### src/rtl/mips_dbg_pkg.sv
// Shared encodings for the debug-side instruction-memory loader and run control.
package mips_dbg_pkg;

    typedef enum logic [2:0] {
        ST_IDLE = 3'd0,
        ST_LOAD = 3'd1,
        ST_RUN  = 3'd2,
        ST_STEP = 3'd3,
        ST_DONE = 3'd4
    } state_e;

    typedef enum logic [1:0] {
        CMD_LOAD = 2'd0,
        CMD_RUN  = 2'd1,
        CMD_STEP = 2'd2,
        CMD_RSVD = 2'd3
    } cmd_e;

    localparam logic [31:0] HALT_INSTR_DEFAULT = 32'hFFFF_FFFF;

endpackage

### src/rtl/byte_to_word_packer.sv
// Little-endian byte-to-word assembler: three bytes are held, the fourth byte
// completes the word combinationally together with a one-cycle word strobe.
module byte_to_word_packer (
    input  logic        clk,
    input  logic        rst_i,
    input  logic        clear_i,
    input  logic        byte_valid_i,
    input  logic [7:0]  byte_i,
    output logic        word_valid_o,
    output logic [31:0] word_o
);

    logic [1:0]  idx_q;
    logic [23:0] hold_q;

    always_ff @(posedge clk or posedge rst_i) begin
        if (rst_i) begin
            idx_q  <= 2'd0;
            hold_q <= 24'd0;
        end else if (clear_i) begin
            idx_q  <= 2'd0;
            hold_q <= 24'd0;
        end else if (byte_valid_i) begin
            case (idx_q)
                2'd0:    hold_q[7:0]   <= byte_i;
                2'd1:    hold_q[15:8]  <= byte_i;
                2'd2:    hold_q[23:16] <= byte_i;
                default: hold_q        <= hold_q;
            endcase
            idx_q <= idx_q + 2'd1;
        end
    end

    assign word_valid_o = byte_valid_i && (idx_q == 2'd3) && !clear_i;
    assign word_o       = {byte_i, hold_q};

endmodule

### src/rtl/imem_load_ctrl.sv
// Instruction-memory load sequencer and CPU run/step gate for the fetch stage.
// All outputs are registers; next values are formed in one combinational process.
module imem_load_ctrl
    import mips_dbg_pkg::*;
#(
    parameter int                NB_DATA    = 32,
    parameter int                NB_ADDR    = 8,
    parameter logic [NB_DATA-1:0] HALT_INSTR = HALT_INSTR_DEFAULT
) (
    input  logic               clk,
    input  logic               i_rst,
    input  logic [7:0]         i_rx_data,
    input  logic               i_rx_valid,
    output logic               o_rx_ready,
    input  logic [1:0]         i_cmd,
    input  logic               i_cmd_valid,
    input  logic               i_cpu_halted,
    output logic               o_imem_we,
    output logic [NB_ADDR-1:0] o_imem_addr,
    output logic [NB_DATA-1:0] o_imem_data,
    output logic               o_cpu_halt,
    output logic               o_cpu_rst,
    output logic               o_load_done,
    output logic [NB_ADDR:0]   o_word_count,
    output logic [2:0]         o_state
);

    state_e             state_q, state_d;
    logic [NB_ADDR-1:0] addr_q, addr_d;
    logic [NB_ADDR:0]   count_q, count_d;
    logic [NB_DATA-1:0] data_q, data_d;
    logic               we_q, we_d;
    logic               rx_ready_q, rx_ready_d;
    logic               halt_q, halt_d;
    logic               cpu_rst_q, cpu_rst_d;
    logic               done_q, done_d;
    logic               last_q, last_d;

    logic               pack_clear;
    logic               word_valid;
    logic [31:0]        word;

    logic cmd_load, cmd_run, cmd_step;
    assign cmd_load = i_cmd_valid && (i_cmd == CMD_LOAD);
    assign cmd_run  = i_cmd_valid && (i_cmd == CMD_RUN);
    assign cmd_step = i_cmd_valid && (i_cmd == CMD_STEP);

    byte_to_word_packer u_packer (
        .clk          (clk),
        .rst_i        (i_rst),
        .clear_i      (pack_clear),
        .byte_valid_i (i_rx_valid && rx_ready_q),
        .byte_i       (i_rx_data),
        .word_valid_o (word_valid),
        .word_o       (word)
    );

    always_comb begin
        state_d    = state_q;
        addr_d     = addr_q;
        count_d    = count_q;
        data_d     = data_q;
        we_d       = 1'b0;
        rx_ready_d = 1'b0;
        halt_d     = 1'b1;
        cpu_rst_d  = 1'b0;
        done_d     = 1'b0;
        last_d     = last_q;
        pack_clear = 1'b0;

        // Address and count advance in the cycle after each write pulse.
        if (we_q) begin
            addr_d  = addr_q + 1'b1;
            count_d = count_q + 1'b1;
        end

        case (state_q)
            ST_IDLE, ST_DONE: begin
                if (cmd_load) begin
                    state_d    = ST_LOAD;
                    addr_d     = '0;
                    count_d    = '0;
                    last_d     = 1'b0;
                    rx_ready_d = 1'b1;
                    pack_clear = 1'b1;
                end else if (cmd_run && state_q == ST_IDLE) begin
                    state_d = ST_RUN;
                    halt_d  = 1'b0;
                end else if (cmd_step && state_q == ST_IDLE) begin
                    state_d = ST_STEP;
                    halt_d  = 1'b0;
                end
            end
            ST_LOAD: begin
                if (last_q) begin
                    state_d   = ST_IDLE;
                    done_d    = 1'b1;
                    cpu_rst_d = 1'b1;
                    last_d    = 1'b0;
                end else begin
                    rx_ready_d = 1'b1;
                    if (word_valid) begin
                        we_d   = 1'b1;
                        data_d = word;
                        // Halt word or top address ends the load; never wrap.
                        if (word == HALT_INSTR || addr_q == '1) begin
                            last_d     = 1'b1;
                            rx_ready_d = 1'b0;
                        end
                    end
                end
            end
            ST_RUN: begin
                halt_d = 1'b0;
                if (i_cpu_halted) begin
                    halt_d  = 1'b1;
                    state_d = ST_DONE;
                end
            end
            ST_STEP: begin
                state_d = i_cpu_halted ? ST_DONE : ST_IDLE;
            end
            default: state_d = ST_IDLE;
        endcase
    end

    always_ff @(posedge clk or posedge i_rst) begin
        if (i_rst) begin
            state_q    <= ST_IDLE;
            addr_q     <= '0;
            count_q    <= '0;
            data_q     <= '0;
            we_q       <= 1'b0;
            rx_ready_q <= 1'b0;
            halt_q     <= 1'b1;
            cpu_rst_q  <= 1'b0;
            done_q     <= 1'b0;
            last_q     <= 1'b0;
        end else begin
            state_q    <= state_d;
            addr_q     <= addr_d;
            count_q    <= count_d;
            data_q     <= data_d;
            we_q       <= we_d;
            rx_ready_q <= rx_ready_d;
            halt_q     <= halt_d;
            cpu_rst_q  <= cpu_rst_d;
            done_q     <= done_d;
            last_q     <= last_d;
        end
    end

    assign o_rx_ready   = rx_ready_q;
    assign o_imem_we    = we_q;
    assign o_imem_addr  = addr_q;
    assign o_imem_data  = data_q;
    assign o_cpu_halt   = halt_q;
    assign o_cpu_rst    = cpu_rst_q;
    assign o_load_done  = done_q;
    assign o_word_count = count_q;
    assign o_state      = state_q;

endmodule

### config.mk
export PLATFORM = sky130hd
export DESIGN_NAME = imem_load_ctrl
export DESIGN_NICKNAME = d
export VERILOG_FILES = /design/src/rtl/mips_dbg_pkg.sv /design/src/rtl/byte_to_word_packer.sv /design/src/rtl/imem_load_ctrl.sv
export SDC_FILE = /design/constraint.sdc
export NUM_CORES = 1
export LEC_CHECK = 0
export ABC_AREA = 1
export CAP_MARGIN = 0
export CORE_ASPECT_RATIO = 0.8
export CORE_MARGIN = 3
export CORE_UTILIZATION = 52
export DETAILED_ROUTE_END_ITERATION = 8
export PLACE_DENSITY = 0.85
export SKIP_CTS_REPAIR_TIMING = 1
export SLEW_MARGIN = 0
export SYNTH_ARGS = -nofsm -noshare
export SYNTH_HDL_FRONTEND = slang
export SYNTH_SLANG_ARGS = --single-unit
### constraint.sdc
create_clock -name clk -period 3.65 [get_ports clk]
set_input_delay 0.73 -clock clk [delete_from_list [all_inputs] [get_ports clk]]
set_output_delay 0.73 -clock clk [all_outputs]
set_load 0.03 [all_outputs]
==> Word level (Yosys, flattened, before mapping) <==
Cells that the tools add are included.
{ "totals": {"regBits": 83, "inputBits": 15, "output_inout_bits": 57, "elab_cells": 98} }
{ "classes": {"add_sub_neg": 3, "n_eq_ne": 15, "mux": 41, "bitwise_logic": 1, "reduce_logical": 25} }
{ "op_table": {"columns": ["op", "n"], "rows": [
  ["24-bit 2-to-1 mux", 2],
  ["8-bit 2-to-1 mux", 6],
  ["32-bit equality test, second input constant", 1],
  ["9-bit 2-to-1 mux", 3],
  ["1-bit 2-to-1 mux", 18],
  ["3-bit 2-to-1 mux", 6],
  ["3-bit case mux with 4 select lines", 1],
  ["2-bit nonzero test", 5],
  ["9-bit by 1-bit adder with 9-bit output, second input constant", 1],
  ["8-bit by 1-bit adder with 8-bit output, second input constant", 1],
  ["8-bit equality test, second input constant", 1],
  ["1-bit logical AND", 8],
  ["2-bit AND reduction", 4],
  ["2-bit equality test, second input constant", 3],
  ["3-bit by 2-bit equality test with 1-bit output, second input constant", 2],
  ["2-bit != test, second input constant", 3],
  ["1-bit case mux with 2 select lines", 3],
  ["3-bit AND reduction", 2],
  ["2-bit by 1-bit equality test with 1-bit output, second input constant", 2],
  ["2-bit logical NOT", 2],
  ["2-bit 2-to-1 mux", 2],
  ["4-bit != test, second input constant", 1],
  ["3-bit by 1-bit equality test with 1-bit output, second input constant", 1],
  ["3-bit equality test, second input constant", 1],
  ["6 further kinds", 6]
]} }

==> Logic depth before layout (Yosys ltp) <==
Gate-level depths: netlist of the first run.
{ "logic_depth": {"ltp_word": 9, "ltp_mapped": 11, "mapped_depth_nobuf": 10} }

==> Hierarchy <==
Synthesis of the first run repeated with hierarchy kept, for this count alone.
{ "unflattened": {"cells_unflattened": 470, "area_unflattened_um2": 3928.8} }
{ "modules_own_cells": {"columns": ["mod", "n_inst", "cells_per_inst", "area_each_um2", "seq_area_each_um2"], "rows": [
  ["imem_load_ctrl", 1, 321, 2605.0, 1427.6],
  ["byte_to_word_packer", 1, 149, 1323.8, 650.6]
]} }

==> Worst setup path after synthesis of the first run <==
OpenSTA, ideal clock, no wires.
{ "synth_timing": {"path_kind": "input port to flip-flop", "from": "in i_cmd[1]", "to": "reg data_q[14] (netlist: o_imem_data[14])", "setup_ns": 0.117, "t_arrival_ns": 1.479, "slack_ns": 2.054, "path_stages": 11, "path_buffers": 1, "cell_sequence": "inv_1 > nand2_2 > nor2_4 > nand2_4 > nand3_2 > inv_4 > nand2_8 > inv_8 > buf_12 > nand2_2 > nand2_1"} }
{ "synth_between": {"elab_chain_len": 7} }
{ "synth_lines": {"columns": ["item", "line_no", "rtl"], "rows": [
  ["start, declared", "imem_load_ctrl.sv:15", "input logic [1:0] i_cmd,"],
  ["2-bit logical NOT", "imem_load_ctrl.sv:44", "assign cmd_load = i_cmd_valid && (i_cmd == CMD_LOAD);"],
  ["1-bit logical AND", "imem_load_ctrl.sv:44", null],
  ["1-bit 2-to-1 mux", "imem_load_ctrl.sv:79", "if (cmd_load) begin"],
  ["1-bit 2-to-1 mux", "imem_load_ctrl.sv:77", "case (state_q)"],
  ["1-bit logical NOT", "byte_to_word_packer.sv:34", "assign word_valid_o = byte_valid_i && (idx_q == 2'd3) && !clear_i;"],
  ["1-bit logical AND", "byte_to_word_packer.sv:34", null],
  ["3-bit AND reduction (no source line)", null, null],
  ["end signal, assigned", "imem_load_ctrl.sv:143", "data_q <= data_d;"],
  ["end, declared", "imem_load_ctrl.sv:31", "logic [NB_DATA-1:0] data_q, data_d;"]
]} }
No other way between the ends.
A chain may end at the register's enable or synchronous reset.

==> Worst setup path after layout of the first run <==
{ "layout_timing": {"from": "reg we_q (netlist: o_imem_we)", "to": "out o_imem_we"} }
{ "layout_lines": {"columns": ["item", "line_no", "rtl"], "rows": [
  ["start, declared", "imem_load_ctrl.sv:32", "logic we_q, we_d;"],
  ["start signal, assigned", "imem_load_ctrl.sv:144", "we_q <= we_d;"],
  ["end, declared", "imem_load_ctrl.sv:18", "output logic o_imem_we,"]
]} }
No word-level cell between the ends.

==> results of run 1 <==
cells by family after synthesis:
family / count (synthesis)
XOR/XNOR: 5
AND/OR/NAND/NOR: 255
flip-flops: 83
buffers and inverters: 43
adder cells (fa/ha/maj): 6
AO/OA/AOI/OAI: 35
layout by cell type (no fill, tap or decap), types with 2 or more instances in the layout:
cell	n
sky130_fd_sc_hd__clkdlybuf4s50_1	71
sky130_fd_sc_hd__inv_1	20
sky130_fd_sc_hd__o21ai_1	24
sky130_fd_sc_hd__a21oi_1	4
sky130_fd_sc_hd__buf_4	2
sky130_fd_sc_hd__clkbuf_1	2
sky130_fd_sc_hd__nand4_1	4
sky130_fd_sc_hd__ha_1	6
sky130_fd_sc_hd__inv_2	7
sky130_fd_sc_hd__nor3_1	3
sky130_fd_sc_hd__o211ai_1	2
sky130_fd_sc_hd__nand2_2	30
sky130_fd_sc_hd__nor2_2	2
sky130_fd_sc_hd__or2_2	2
sky130_fd_sc_hd__dfrtp_1	82
sky130_fd_sc_hd__nor2_1	32
sky130_fd_sc_hd__o21ai_0	2
sky130_fd_sc_hd__clkinv_2	2
sky130_fd_sc_hd__bufinv_16	2
sky130_fd_sc_hd__nand2_1	161
sky130_fd_sc_hd__nand3_1	13
sky130_fd_sc_hd__xor2_1	4
sky130_fd_sc_hd__and3_1	2
sky130_fd_sc_hd__clkbuf_8	10
power by group:
part / leakage (nW) / switching [mW] / total [mW] / internal [mW]
Clock: 0.111 / 0.313 / 0.718 / 0.405
Sequential: 1.11 / 0.268 / 1.51 / 1.24
Combinational: 1.15 / 0.808 / 1.35 / 0.538
Total: 2.36 / 1.39 / 3.57 / 2.18
routing by layer:
layer | vias up | global-route usage, % | share of wire [%]
li1 | 1483 | - | -
met4 | 0 | 6.109 | 1.2
met5 | - | 0 | 0
met2 | 77 | 32.18 | 47
met1 | 1407 | 29.14 | 46
met3 | 10 | 4.499 | 5.0
registers in the layout (all words and copies together) (netlist names), 2 cells and up:
name and count:
o_word_count 9, o_state 3, u_packer.hold_q 24, o_imem_data 32, o_imem_addr 8, u_packer.idx_q 2
final timing paths:
check                      cells after the start                        endpoint
max                                            1                       o_imem_we
min                                            2     o_imem_data[22]$_DFFE_PP0P_
max reg2reg                                    8     o_imem_data[11]$_DFFE_PP0P_
min reg2reg                                    2     o_imem_data[22]$_DFFE_PP0P_
max in group asynchronous                      3            o_cpu_halt$_DFF_PP1_
min in group asynchronous                      2  u_packer.hold_q[6]$_DFFE_PP0P_
final cells by class:
cell class	count	area share, %
Sequential cell	83	44.29
Timing Repair Buffer	73	15.47
Inverter	30	2.640
Multi-Input combinational cell	301	30.61
Clock buffer	12	3.093
Clock inverter	4	1.573
Tap cell	87	2.320
cells in the mapped netlist:
master and instances:
sky130_fd_sc_hd__nor2_4 1, sky130_fd_sc_hd__nand3_1 13, sky130_fd_sc_hd__buf_2 5, sky130_fd_sc_hd__inv_2 7, sky130_fd_sc_hd__buf_4 5, sky130_fd_sc_hd__dfstp_2 1
sky130_fd_sc_hd__nand2_2 30, sky130_fd_sc_hd__ha_1 6, sky130_fd_sc_hd__o21ai_1 24, sky130_fd_sc_hd__a21oi_1 4, sky130_fd_sc_hd__and3_1 2, sky130_fd_sc_hd__nand3_2 1
sky130_fd_sc_hd__dfrtp_1 82, sky130_fd_sc_hd__inv_1 21, sky130_fd_sc_hd__xor2_1 4, sky130_fd_sc_hd__buf_12 3, sky130_fd_sc_hd__nand2_8 1, sky130_fd_sc_hd__nor3_1 3
sky130_fd_sc_hd__o21ai_0 2, sky130_fd_sc_hd__nand2_4 1, sky130_fd_sc_hd__nor2_1 32, sky130_fd_sc_hd__nand4_1 4, sky130_fd_sc_hd__nand2_1 161, sky130_fd_sc_hd__inv_8 1
sky130_fd_sc_hd__inv_4 1, sky130_fd_sc_hd__a21boi_1 1, sky130_fd_sc_hd__nor2_2 2, sky130_fd_sc_hd__nor3_2 1, sky130_fd_sc_hd__o211ai_1 2, sky130_fd_sc_hd__xnor2_1 1
sky130_fd_sc_hd__o21bai_1 1, sky130_fd_sc_hd__nand4_2 1, sky130_fd_sc_hd__a211oi_1 1, sky130_fd_sc_hd__or2_2 2
metrics by stage:
step | power, mW | std cells | instance area (µm²) | hold slack (ns) | util (%)
after floorplan | 2.327 | 427 | 3760 | 0.4636 | -
after global placement | 2.825 | 574 | 4473 | 0.4680 | 64.28
after detailed placement | 2.873 | 574 | 4473 | 0.4642 | 64.28
after CTS | 3.601 | 590 | 4692 | 0.4854 | 67.42
after global routing | 3.800 | 590 | 4692 | 0.5096 | 67.42
final | 3.573 | 590 | 4692 | 0.4821 | 67.42
==> run_summary.xml, run 1 <==
<?xml version="1.0" encoding="UTF-8"?>
<metrics>
  <group name="status">
    <metric name="status" unit="">finished, final reports clean</metric>
  </group>
  <group name="worst_hold_path">
    <metric name="timing.hold.worst.class" unit="">reg -&gt; reg</metric>
    <metric name="holdCritStartpoint" unit="">o_imem_data[22]$_DFFE_PP0P_</metric>
  </group>
  <group name="logic_synthesis">
    <metric name="yosysTopAreaCellShare" unit="%">54.58</metric>
    <metric name="xor_and_xnor_fraction_of_the_mapped_netlist_area" unit="%">1.165</metric>
    <metric name="synth_compound_area_share" unit="%">4.992</metric>
    <metric name="post_synth_inst_count" unit="">427</metric>
    <metric name="largest_family_of_logic_cells_by_synthesized_area" unit="">simple AND/OR/NAND/NOR gates</metric>
    <metric name="number_of_distinct_library_cells_after_synthesis" unit="">34</metric>
    <metric name="seq_area_frac_synth" unit="%">55.27</metric>
    <metric name="synthAdderAreaFrac" unit="%">1.997</metric>
    <metric name="mapped_nets" unit="">448</metric>
    <metric name="ys_ff_latch" unit="">83</metric>
    <metric name="synthesis.yosys.warnings" unit="">0</metric>
    <metric name="post_synth_simple_gate_area" unit="%">30.05</metric>
    <metric name="netlist_area" unit="µm²">3760</metric>
    <metric name="synthesis.area_per_instance" unit="µm²">8.805</metric>
    <metric name="synth_top_cells_by_area" unit="">sky130_fd_sc_hd__dfrtp_1 (55%), sky130_fd_sc_hd__nand2_1 (16%), sky130_fd_sc_hd__nand2_2 (5.0%), sky130_fd_sc_hd__o21ai_1 (3.2%), sky130_fd_sc_hd__nor2_1 (3.2%)</metric>
    <metric name="multiplexer_share_of_the_synthesized_area" unit="%">0</metric>
    <metric name="synth.largest_area_cell" unit="">sky130_fd_sc_hd__dfrtp_1</metric>
  </group>
  <group name="global_routing">
    <metric name="grt_first_pass_wirelength" unit="µm">13460</metric>
    <metric name="vias_in_the_first_global_route" unit="">2912</metric>
    <metric name="antenna_found_initial" unit="">0</metric>
    <metric name="groute.usage.overall" unit="%">20.62</metric>
    <metric name="grt-ovfl-total" unit="">0</metric>
    <metric name="grt_max_degree" unit="">47</metric>
  </group>
  <group name="timing">
    <metric name="setup_tns" unit="ns">0</metric>
    <metric name="period_needed" unit="ns">2.449</metric>
    <metric name="rsz0062_at_grt" unit="">no</metric>
    <metric name="tightest_slew" unit="ns">0.8023</metric>
    <metric name="finalWorstSetupSlack" unit="ns">1.201</metric>
    <metric name="skew" unit="ns">0.01083</metric>
    <metric name="finalSetupViolations" unit="">0</metric>
    <metric name="layout_worst_path_cycle_share" unit="%">67.10</metric>
    <metric name="max_freq" unit="GHz">0.4083</metric>
    <metric name="timing_hold_violations_final" unit="">0</metric>
    <metric name="timing.max_slew.rel_slack" unit="%">46.45</metric>
    <metric name="maxSlewViolCount" unit="">0</metric>
  </group>
  <group name="setup_path">
    <metric name="setup.reg_to_reg.worst_slack" unit="ns">2.01</metric>
    <metric name="crit_arrival" unit="ns">1.72</metric>
    <metric name="timing.rr.start" unit="">o_state[1]$_DFFE_PP0P_</metric>
    <metric name="cp_top_family" unit="">buffers and inverters</metric>
    <metric name="worstPathCellList" unit="">clkdlybuf4s50_1</metric>
    <metric name="timing.setup.critical_path_class" unit="">reg -&gt; out</metric>
    <metric name="crit_path_start_kind" unit="">register</metric>
    <metric name="endpoint_kind" unit="">output pin</metric>
    <metric name="max_stage_delay" unit="ns">0.76</metric>
    <metric name="crit_fanout" unit="">15</metric>
    <metric name="cpMaxStageDelayCell" unit="">sky130_fd_sc_hd__clkdlybuf4s50_1</metric>
    <metric name="worst_setup_path_startpoint" unit="">o_imem_we$_DFF_PP0_</metric>
    <metric name="timing.critical_path.required" unit="ns">2.92</metric>
    <metric name="critical_path.n_buffers_inverters" unit="">1</metric>
  </group>
  <group name="detailed_routing">
    <metric name="initialDrtViolationCount" unit="">163</metric>
    <metric name="route.detailed.vias_per_inst" unit="">5.046</metric>
    <metric name="vias" unit="">2977</metric>
    <metric name="route.final.wire_length" unit="µm">7828</metric>
    <metric name="route.detailed.drc" unit="">0</metric>
    <metric name="antenna_left" unit="">0</metric>
    <metric name="wl_per_cell" unit="µm">13.27</metric>
    <metric name="dr.pass1.iters" unit="">4</metric>
  </group>
  <group name="floorplan">
    <metric name="chipHeight" unit="µm">82.06</metric>
    <metric name="floorplan.die.width" unit="µm">101.1</metric>
    <metric name="boundaryPins" unit="">72</metric>
    <metric name="placement_rows" unit="">27</metric>
    <metric name="die_area" unit="µm²">8293</metric>
    <metric name="core_area" unit="µm²">6959</metric>
    <metric name="initial_utilization" unit="%">54.03</metric>
  </group>
  <group name="job">
    <metric name="maxCapViolCount" unit="">0</metric>
  </group>
  <group name="cts">
    <metric name="clk_pin_slew_worst_paths" unit="ns">0.08</metric>
    <metric name="max-clock-path-buffers" unit="">2</metric>
    <metric name="numClockSinks" unit="">83</metric>
    <metric name="tritoncts" unit="">yes</metric>
    <metric name="worstSkewPairLatency" unit="ns">0.35</metric>
    <metric name="tritoncts.num_buffers" unit="">9</metric>
    <metric name="cts.htree.levels" unit="">3</metric>
    <metric name="root_buffer" unit="">sky130_fd_sc_hd__clkbuf_8</metric>
  </group>
  <group name="cells_and_area">
    <metric name="multiInputGateArea" unit="µm²">1436</metric>
    <metric name="insertedDiodeCount" unit="">0</metric>
    <metric name="num-fill-cells" unit="">564</metric>
    <metric name="seq_area" unit="µm²">2078</metric>
    <metric name="area.growth.synth_to_final" unit="%">24.79</metric>
    <metric name="share_of_post_route_cells_with_drive_strength_above_1" unit="%">13.32</metric>
    <metric name="design.final.nets" unit="">519</metric>
  </group>
  <group name="placement">
    <metric name="pre_cts_slack" unit="ns">1.135</metric>
    <metric name="gpl.final_weighted_congestion" unit="">0.8394</metric>
    <metric name="dp_hpwl" unit="µm">5633</metric>
    <metric name="place.port_buffers" unit="">71</metric>
  </group>
  <group name="power_and_ir_drop">
    <metric name="pwr_density_cell" unit="nW/µm²">761.5</metric>
    <metric name="leakage" unit="nW">2.365</metric>
    <metric name="vdd.ir_drop.worst" unit="µV">332.2</metric>
  </group>
</metrics>
Power figures use the tool's default switching activity.
==> run 2, diff against run 1 <==
==> constraint.sdc (replaced) <==
create_clock -name clk -period 2.38 [get_ports clk]
set_input_delay 0.476 -clock clk [delete_from_list [all_inputs] [get_ports clk]]
set_output_delay 0.476 -clock clk [all_outputs]
set_load 0.03 [all_outputs]
==> run 2 against run 1 <==
Compared with the run above: total power is 48% higher; via count is 1.5% higher; global-route usage is 0.16 points lower; critical endpoint is now o_cpu_halt; first-iteration DRC count is 6.1% lower; design area hardly changed; routed wire length is 2.5% higher; register-to-register slack worse by 1.2 ns; clock skew is 0.0017 ns lower; largest power group unchanged; flip-flop and latch count stayed put.
==> run_summary.xml, run 2 (synthesis gave the netlist of run 1 again) <==
<?xml version="1.0" encoding="UTF-8"?>
<metrics>
  <group name="status">
    <metric name="status" unit="">finished, final reports clean</metric>
  </group>
  <group name="timing">
    <metric name="rsz0062_at_grt" unit="">no</metric>
    <metric name="timing_hold_violations_final" unit="">0</metric>
    <metric name="max_freq" unit="GHz">0.4979</metric>
    <metric name="tightest_slew" unit="ns">0.3288</metric>
    <metric name="setup_tns" unit="ns">0</metric>
    <metric name="layout_worst_path_cycle_share" unit="%">84.39</metric>
    <metric name="period_needed" unit="ns">2.009</metric>
    <metric name="skew" unit="ns">0.009166</metric>
    <metric name="maxSlewViolCount" unit="">0</metric>
    <metric name="finalSetupViolations" unit="">0</metric>
    <metric name="timing.max_slew.rel_slack" unit="%">78.04</metric>
  </group>
  <group name="cells_and_area">
    <metric name="finish.cell_count_without_fillers" unit="">593</metric>
    <metric name="area.growth.synth_to_final" unit="%">24.86</metric>
    <metric name="share_of_post_route_cells_with_drive_strength_above_1" unit="%">13.83</metric>
    <metric name="num-fill-cells" unit="">528</metric>
    <metric name="layout_commonest_cell" unit="">sky130_fd_sc_hd__nand2_1</metric>
    <metric name="design.final.nets" unit="">522</metric>
    <metric name="insertedDiodeCount" unit="">0</metric>
    <metric name="largest_register_ff_count" unit="">32</metric>
    <metric name="mostFrequentLayoutCells" unit="">sky130_fd_sc_hd__nand2_1 (161), sky130_fd_sc_hd__dfrtp_1 (82), sky130_fd_sc_hd__clkdlybuf4s50_1 (71), sky130_fd_sc_hd__nor2_1 (32), sky130_fd_sc_hd__nand2_2 (30)</metric>
  </group>
  <group name="global_routing">
    <metric name="grt-ovfl-total" unit="">0</metric>
    <metric name="vias_in_the_first_global_route" unit="">2754</metric>
    <metric name="grt_max_degree" unit="">34</metric>
    <metric name="groute.usage.overall" unit="%">20.46</metric>
    <metric name="antenna_found_initial" unit="">0</metric>
    <metric name="grt_first_pass_wirelength" unit="µm">13220</metric>
  </group>
  <group name="cts">
    <metric name="worstSkewPairLatency" unit="ns">0.35</metric>
    <metric name="root_buffer" unit="">sky130_fd_sc_hd__clkbuf_8</metric>
    <metric name="cts.htree.levels" unit="">3</metric>
    <metric name="clk_pin_slew_worst_paths" unit="ns">0.09</metric>
    <metric name="max-clock-path-buffers" unit="">2</metric>
    <metric name="tritoncts" unit="">yes</metric>
    <metric name="numClockSinks" unit="">83</metric>
    <metric name="tritoncts.num_buffers" unit="">9</metric>
  </group>
  <group name="setup_path">
    <metric name="max_stage_delay" unit="ns">0.66</metric>
    <metric name="crit_path_start_kind" unit="">register</metric>
    <metric name="crit_arrival" unit="ns">1.53</metric>
    <metric name="worstPathCellList" unit="">clkdlybuf4s50_1</metric>
    <metric name="critical_path.n_buffers_inverters" unit="">1</metric>
    <metric name="timing.setup.critical_path_class" unit="">reg -&gt; out</metric>
    <metric name="endpoint_kind" unit="">output pin</metric>
    <metric name="cpMaxStageDelayCell" unit="">sky130_fd_sc_hd__clkdlybuf4s50_1</metric>
    <metric name="timing.critical_path.required" unit="ns">1.90</metric>
    <metric name="crit_fanout" unit="">1</metric>
    <metric name="cp_top_family" unit="">buffers and inverters</metric>
  </group>
  <group name="placement">
    <metric name="place.port_buffers" unit="">71</metric>
    <metric name="numPlacedInstances" unit="">577</metric>
    <metric name="gpl.final_weighted_congestion" unit="">0.8333</metric>
    <metric name="dp_hpwl" unit="µm">5660</metric>
  </group>
  <group name="detailed_routing">
    <metric name="route.detailed.drc" unit="">0</metric>
    <metric name="wl_per_cell" unit="µm">13.53</metric>
    <metric name="dr.pass1.iters" unit="">5</metric>
    <metric name="vias" unit="">3022</metric>
    <metric name="antenna_left" unit="">0</metric>
    <metric name="route.detailed.vias_per_inst" unit="">5.096</metric>
    <metric name="route.final.wire_length" unit="µm">8026</metric>
    <metric name="initialDrtViolationCount" unit="">153</metric>
  </group>
  <group name="power_and_ir_drop">
    <metric name="vdd.ir_drop.worst" unit="µV">658.5</metric>
    <metric name="leakage" unit="nW">2.350</metric>
    <metric name="design_power_total" unit="mW">5.292</metric>
    <metric name="pwr_density_cell" unit="nW/µm²">1127</metric>
  </group>
  <group name="floorplan">
    <metric name="chipHeight" unit="µm">82.06</metric>
    <metric name="boundaryPins" unit="">72</metric>
    <metric name="core_area" unit="µm²">6959</metric>
    <metric name="floorplan.die.width" unit="µm">101.1</metric>
    <metric name="initial_utilization" unit="%">54.03</metric>
    <metric name="placement_rows" unit="">27</metric>
    <metric name="die_area" unit="µm²">8293</metric>
  </group>
  <group name="job">
    <metric name="maxCapViolCount" unit="">0</metric>
  </group>
  <group name="worst_hold_path">
    <metric name="timing.hold.worst.class" unit="">in -&gt; async</metric>
  </group>
</metrics>
-- run 2: stage by stage --
stage          setup slack [ns]  util (%)  area, µm²  hold WS [ns]
2_1_floorplan            0.9530         -       3764        0.4636
3_3_place_gp             0.3277     64.99       4523        0.4679
3_5_place_dp             0.2401     64.99       4523        0.4643
4_1_cts                  0.3469     67.46       4695        0.4400
5_1_grt                  0.3198     67.46       4695        0.4495
6_report                 0.3714     67.46       4695        0.4423
-- run 2: power by group --
part	internal, mW	leakage (nW)	switching (mW)	total (mW)
clock network	0.383	0.0757	0.509	0.892
registers	1.90	1.11	0.421	2.32
logic	0.833	1.17	1.24	2.08
total	3.12	2.35	2.17	5.29
-- run 2: cell type report --
type	instances	area (µm²)	area share (%)
tap	87	108.9	2.319
multi-input combinational	301	1436	30.60
clock buffer	11	131.4	2.799
sequential	83	2078	44.27
inverter	30	126.4	2.692
timing repair buffer	76	773.2	16.47
clock inverter	5	40.04	0.8529
-- run 2: final timing paths --
check / start / end / slack, ns / depth (start not counted)
setup / recovery: o_cpu_halt$_DFF_PP1_ / o_cpu_halt / 0.37 / 1
hold / removal: i_rst / o_imem_addr[4]$_DFF_PP0_ / 0.44 / 2
setup reg to reg: o_state[1]$_DFFE_PP0P_ / o_imem_data[3]$_DFFE_PP0P_ / 0.84 / 8
hold reg to reg: o_imem_data[17]$_DFFE_PP0P_ / o_imem_data[17]$_DFFE_PP0P_ / 0.48 / 2
max in group asynchronous: i_rst / u_packer.hold_q[22]$_DFFE_PP0P_ / 1.38 / 3
min in group clk: o_imem_data[17]$_DFFE_PP0P_ / o_imem_data[17]$_DFFE_PP0P_ / 0.48 / 2
-- run 2: layer usage --
layer | wire length, µm | global-route usage, % | up-vias
met4 | 89 | 4.382 | 0
met3 | 470 | 5.688 | 9
met2 | 3644 | 31.14 | 96
li1 | - | - | 1484
met1 | 3822 | 29.46 | 1433
met5 | 0 | 0 | -
